## src/rtl/dct_pkg.sv

```systemverilog
// rtl/dct_pkg.sv - shared constants for the 4-point DCT core
// Contents: HEVC 4-point coefficients, default sample widths, pipeline depth.
package dct_pkg;

   localparam int C64 = 64;
   localparam int C83 = 83;
   localparam int C36 = 36;

   localparam int DCT4_IN_W  = 19;
   localparam int DCT4_OUT_W = 28;
   localparam int DCT4_LAT   = 3;

endpackage

```

## src/rtl/mcm_83_36.sv

```systemverilog
// rtl/mcm_83_36.sv - shift-add multiplier producing 83*b and 36*b
// Ports:
//   b   in  IN_W   signed operand
//   p83 out OUT_W  signed 83*b
//   p36 out OUT_W  signed 36*b
module mcm_83_36 #(
   parameter int IN_W  = 20,
   parameter int OUT_W = 28
) (
   input  logic signed [IN_W-1:0]  b,
   output logic signed [OUT_W-1:0] p83,
   output logic signed [OUT_W-1:0] p36
);

   // Widen first so no partial sum can wrap before the result width.
   logic signed [OUT_W-1:0] bx;

   assign bx  = OUT_W'(b);
   // 83 = 64 + 16 + 2 + 1
   assign p83 = (bx <<< 6) + (bx <<< 4) + (bx <<< 1) + bx;
   // 36 = 32 + 4
   assign p36 = (bx <<< 5) + (bx <<< 2);

endmodule

```

## src/rtl/dct4_core_pipe.sv

```systemverilog
// rtl/dct4_core_pipe.sv - 3-stage 4-point forward DCT, one row per clock
// Ports:
//   clk, rst_n        clock, asynchronous active-low reset
//   i_valid, i_stall  input row valid, global pipeline freeze
//   i_0..i_3          signed samples x0..x3 (natural order)
//   o_valid           o_0..o_3 carry a result row
//   o_row, o_last     row index within the 4x4 block, high on row 3
//   o_0..o_3          signed y0, y2, y1, y3 (even-first order)
module dct4_core_pipe
   import dct_pkg::*;
#(
   parameter int IN_W  = DCT4_IN_W,
   parameter int OUT_W = DCT4_OUT_W
) (
   input  logic                    clk,
   input  logic                    rst_n,
   input  logic                    i_valid,
   input  logic                    i_stall,
   input  logic signed [IN_W-1:0]  i_0,
   input  logic signed [IN_W-1:0]  i_1,
   input  logic signed [IN_W-1:0]  i_2,
   input  logic signed [IN_W-1:0]  i_3,
   output logic                    o_valid,
   output logic [1:0]              o_row,
   output logic                    o_last,
   output logic signed [OUT_W-1:0] o_0,
   output logic signed [OUT_W-1:0] o_1,
   output logic signed [OUT_W-1:0] o_2,
   output logic signed [OUT_W-1:0] o_3
);

   localparam int S1_W = IN_W + 1;

   // stage 1: butterfly
   logic                   v1;
   logic signed [S1_W-1:0] a0_r, a1_r, b0_r, b1_r;
   logic signed [S1_W-1:0] a0_c, a1_c, b0_c, b1_c;

   // stage 2: constant products
   logic                    v2;
   logic signed [OUT_W-1:0] e0_r, e1_r, p0_r, p1_r, p2_r, p3_r;
   logic signed [OUT_W-1:0] e0_c, e1_c;
   logic signed [OUT_W-1:0] b0_83, b0_36, b1_83, b1_36;

   // index the next valid row will take when it reaches the outputs
   logic [1:0] row_cnt;

   assign a0_c = S1_W'(i_0) + S1_W'(i_3);
   assign a1_c = S1_W'(i_1) + S1_W'(i_2);
   assign b0_c = S1_W'(i_0) - S1_W'(i_3);
   assign b1_c = S1_W'(i_1) - S1_W'(i_2);

   // 64* is a plain shift of the sign-extended sum/difference
   assign e0_c = (OUT_W'(a0_r) + OUT_W'(a1_r)) <<< 6;
   assign e1_c = (OUT_W'(a0_r) - OUT_W'(a1_r)) <<< 6;

   mcm_83_36 #(.IN_W(S1_W), .OUT_W(OUT_W)) u_mcm_b0 (
      .b   (b0_r),
      .p83 (b0_83),
      .p36 (b0_36)
   );

   mcm_83_36 #(.IN_W(S1_W), .OUT_W(OUT_W)) u_mcm_b1 (
      .b   (b1_r),
      .p83 (b1_83),
      .p36 (b1_36)
   );

   always_ff @(posedge clk or negedge rst_n) begin
      if (!rst_n) begin
         v1      <= 1'b0;
         a0_r    <= '0;
         a1_r    <= '0;
         b0_r    <= '0;
         b1_r    <= '0;
         v2      <= 1'b0;
         e0_r    <= '0;
         e1_r    <= '0;
         p0_r    <= '0;
         p1_r    <= '0;
         p2_r    <= '0;
         p3_r    <= '0;
         row_cnt <= 2'd0;
         o_valid <= 1'b0;
         o_row   <= 2'd0;
         o_last  <= 1'b0;
         o_0     <= '0;
         o_1     <= '0;
         o_2     <= '0;
         o_3     <= '0;
      end else if (!i_stall) begin
         v1   <= i_valid;
         a0_r <= a0_c;
         a1_r <= a1_c;
         b0_r <= b0_c;
         b1_r <= b1_c;

         v2   <= v1;
         e0_r <= e0_c;
         e1_r <= e1_c;
         p0_r <= b0_83;
         p1_r <= b1_36;
         p2_r <= b0_36;
         p3_r <= b1_83;

         o_valid <= v2;
         o_last  <= v2 && (row_cnt == 2'd3);
         // Bubbles leave the result and row index untouched.
         if (v2) begin
            o_0     <= e0_r;
            o_1     <= e1_r;
            o_2     <= p0_r + p1_r;
            o_3     <= p2_r - p3_r;
            o_row   <= row_cnt;
            row_cnt <= row_cnt + 2'd1;
         end
      end
   end

endmodule

```

## config.mk

```make
export PLATFORM = sky130hd
export DESIGN_NAME = dct4_core_pipe
export DESIGN_NICKNAME = d
export VERILOG_FILES = /design/src/rtl/dct_pkg.sv /design/src/rtl/mcm_83_36.sv /design/src/rtl/dct4_core_pipe.sv
export SDC_FILE = /design/constraint.sdc
export NUM_CORES = 1
export LEC_CHECK = 0
export CAP_MARGIN = 20
export CORE_ASPECT_RATIO = 1.5
export CORE_MARGIN = 8
export CORE_UTILIZATION = 53
export DETAILED_ROUTE_END_ITERATION = 7
export GPL_ROUTABILITY_DRIVEN = 0
export PLACE_DENSITY = 0.81
export SLEW_MARGIN = 20
export SYNTH_ARGS = -nofsm -noshare
export SYNTH_HDL_FRONTEND = slang
export SYNTH_SLANG_ARGS = --single-unit
export TNS_END_PERCENT = 5
```

## constraint.sdc

```tcl
create_clock -name clk -period 11.4 [get_ports clk]
set_input_delay 1.14 -clock clk [delete_from_list [all_inputs] [get_ports clk]]
set_output_delay 1.14 -clock clk [all_outputs]
set_load 0.05 [all_outputs]
```

==> results.md <==
* Outcome: complete, no violations
* Top cells by area in the synthesized netlist: sky130_fd_sc_hd__dfrtp_1 (32%), sky130_fd_sc_hd__ha_1 (13%), sky130_fd_sc_hd__nand2_1 (6.7%), sky130_fd_sc_hd__fa_1 (5.8%), sky130_fd_sc_hd__o21ai_0 (5.1%)
* Number of buffers added on ports at 183
* Antenna violations before repair at 4
* Total vias in the final route at 21,702
* Peak clock frequency supported by timing at 0.2431 GHz
* CP max-delay cell: sky130_fd_sc_hd__fa_1
* Post-detailed-routing wire length at just under 70 mm
* Mean cell area of the mapped netlist at 8.554 um^2
* Post-CTS repair timing setup buffer count at 0
* Family of cells with the greatest summed delay on the critical path: compound AO/OA/AOI/OAI gates
* Number of nets at the end of the flow at 3,537
* Post-cts gate resize count at 0
* Delay of the slowest cell on the worst path at 0.49 ns
* CP Launch Type: flop
* Type of the setup path with the least slack: reg -> reg
* Most frequent standard cell in the layout excluding fill and tap cells: sky130_fd_sc_hd__nand2_1
* TritonCTS sink count at 326
* Wire length of the first global-routing pass at 111.9 mm
* Tot GR Track Use at between 20% and 30%
* Largest net degree at the start of global routing at 123
* Primary FF master, synth: sky130_fd_sc_hd__dfrtp_1
* Critical Path RT at about 12 ns
* Setup skew after layout at approximately 0.012 ns
* Deepest clock path buffer count at 3
* Width of the die at 196.1 um
* Post-synthesis sequential element count at ~330
* Clk Latency, worst-skew pair at approximately 0.6 ns
* Leak at 13.71 nW
* Critical path capture point type: flop
* Clock input transition at the sequential cells of the worst setup and hold paths at 0.07 ns
* Share of synthesized registers carrying an async set or reset at between 90% and 100%
* Cell type contributing the most total cell area after synthesis: sky130_fd_sc_hd__dfrtp_1
* Routed via count divided by cell count at approximately 5.8
* CTS Buf Count at 31
* Residual overflow from global routing at 0
* Worst slew slack as a fraction of its limit at 32.21%
* Count of synthesis-stage warnings from yosys at 0
* DRC violations left at 0
* Cell row count at a little under 100
* Final period util at 36.09%
* Count of routing violations after the opening detailed-route iteration at 1,382
* Core outline area at 48,310 um^2
* Max-slew violation count at 0
* Distinct cells, synth at 86
* Transition time of the tightest slew-check pin at 1.017 ns
* Pre-antenna DRT Iters at 5
* Number of buffers added to fix hold violations after cts at 0
* I/O pin count at 196
* Critical path buffer and inverter count at 2
* DP Wirelength at 54.86 mm
* CTS tree: done
* Path class of the lowest-slack min-delay path: reg -> reg
* Smallest setup slack after layout at between 7 and 8 ns
* Worst EP arrival at around 4.6 ns
* Buffer cell driving the clock tree root: sky130_fd_sc_hd__clkbuf_16
* Height of the die at 286.1 um
* Htree depth at 1
* Setup WS pre-CTS at 7.086 ns
* Synth-to-layout area growth at 12.53%
* Synthesized cell area at between 20,000 and 30,000 um^2
* Share of post-route cells with drive strength above 1 at 3.512%
* Cell count after synthesis at 3,014
* Hold Fails Final Rpt at 0
* RSZ-0062 raised after global routing: false
* Number of fill cells at 4,220
* Die Outline Area at 56,100 um^2
* Maximum fanout count along the critical path at 5
* Power per cell area at 303.9 nW/um^2
* Share of the synthesized area in the top cell type at 31.64%
* Number of global-route vias before repair at roughly 22,000
* Portion of the post-synthesis area used by sequential elements at 31.64%
* Initial core utilization at 53.37%
* VDD IR max at 0.0001968 V
* Final setup fails at 0
* Post-layout min period at 4.114 ns
* Max Cap Viol at 0
* Mean routed wirelength per cell at 18.54 um
* Antenna Nets Post-Route at 0
* Number of synthesized flops with an enable pin at 0
* Most frequent cells in the layout: sky130_fd_sc_hd__nand2_1 (462), sky130_fd_sc_hd__dfrtp_1 (326), sky130_fd_sc_hd__ha_1 (274)
* Total Neg Setup Slack at 0 ns
* Cell-by-cell listing of the critical path: inv_1 -> fa_1 -> fa_1 -> inv_1 -> ha_1 -> a2111oi_0 -> o21a_1 -> a211oi_1 -> o21ai_1 -> o311ai_1 -> a41oi_1 -> xor2_1 -> o21ai_1
## cell families (layout without fill, tap and decap cells)
logic type | Yosys count | count (layout) | share of synthesized area (%)
simple gates | 892 | 892 | 15.53
compound gates | 818 | 818 | 19.92
buf+inv | 415 | 522 | 6.299
fa+ha+maj | 349 | 349 | 19.12
flops | 326 | 326 | 31.64
xor+xnor | 182 | 182 | 6.183
mux | 31 | 31 | 1.291
other cells | 1 | 16 | 0.01455
## tightest hold or removal path: cells and delay by family, from the launching register on
kind             cells  cell delay, ns
AND/OR/NAND/NOR      2            0.10
flip-flops           1            0.34
## flip-flops by register name, indices dropped and copies added, names as in the netlist, 20 cells and up
signal	count
p0_r	28
o_3	28
o_0	20
e0_r	20
o_2	28
p2_r	23
p3_r	28
b0_r	20
b1_r	20
p1_r	23
o_1	21
e1_r	21
## routing by layer
| layer | wire length (um) | track usage [%] | vias up |
|---|---|---|---|
| met5 | 0 | 0 | - |
| li1 | - | - | 10538 |
| met2 | 35510 | 44.83 | 592 |
| met1 | 26150 | 26.86 | 10350 |
| met3 | 3444 | 3.388 | 222 |
| met4 | 4268 | 13.90 | 0 |
## metrics by stage
step,std cells,total power [mW],instance area (um^2),utilization (%),hold slack [ns]
floorplan,3025,6.071,25820,-,0.4331
global placement,3681,7.536,27910,57.76,0.4515
detailed placement,3681,7.645,27910,57.76,0.4530
CTS,3738,8.804,29000,60.03,0.4723
global route,3741,9.494,29010,60.05,0.4864
finish,3742,8.816,29010,60.05,0.4661
## where the power goes
group | leakage, nW | internal [mW] | switching, mW
Clock | 0.532 | 0.644 | 0.465
Sequential | 3.97 | 1.62 | 0.354
Combinational | 9.21 | 2.23 | 3.49
Total | 13.7 | 4.50 | 4.31
## area by class of cell
type	count	area (um^2)	share of cell area (%)
clock buffer	44	904.6	3.118
sequential	326	8158	28.12
multi-input combinational	2284	16060	55.34
timing repair buffer	192	1909	6.581
antenna	4	10.01	0.03450
tap	606	758.2	2.614
clock inverter	13	191.4	0.6599
inverter	273	1025	3.532
## cells in the mapped netlist (all sizes together) (11+ instances only)
master	n
a21o	70
buf	38
fa	75
clkbuf	104
o21ai	298
a21oi	178
nor3b	15
dfrtp	326
nor2b	26
a31oi	15
xor2	61
and3	19
a211oi	35
or3	14
o31ai	38
nand2b	37
mux2	18
and2	11
nand3	42
ha	274
inv	272
o211ai	18
xnor2	121
nor2	156
o21a	28
o21bai	26
nand2	463
mux2i	13
nand4	13
nor3	52
## path summary, 6_finish.rpt
kind | from | endpoint | slack [ns] | cells after the start
worst min register to register | p0_r[1]$_DFFE_PN0N_ | o_2[1]$_DFFE_PN0P_ | 0.47 | 2
min in group asynchronous | rst_n | b1_r[14]$_DFFE_PN0N_ | 0.61 | 1
max in group asynchronous | rst_n | o_row[1]$_DFFE_PN0P_ | 8.37 | 3
worst max-delay path | b1_r[5]$_DFFE_PN0N_ | p3_r[24]$_DFFE_PN0N_ | 7.29 | 13
worst max register to register | b1_r[5]$_DFFE_PN0N_ | p3_r[24]$_DFFE_PN0N_ | 7.29 | 13
worst min-delay path | p0_r[1]$_DFFE_PN0N_ | o_2[1]$_DFFE_PN0P_ | 0.47 | 2
Note: power is estimated with default switching activity, not from simulation.
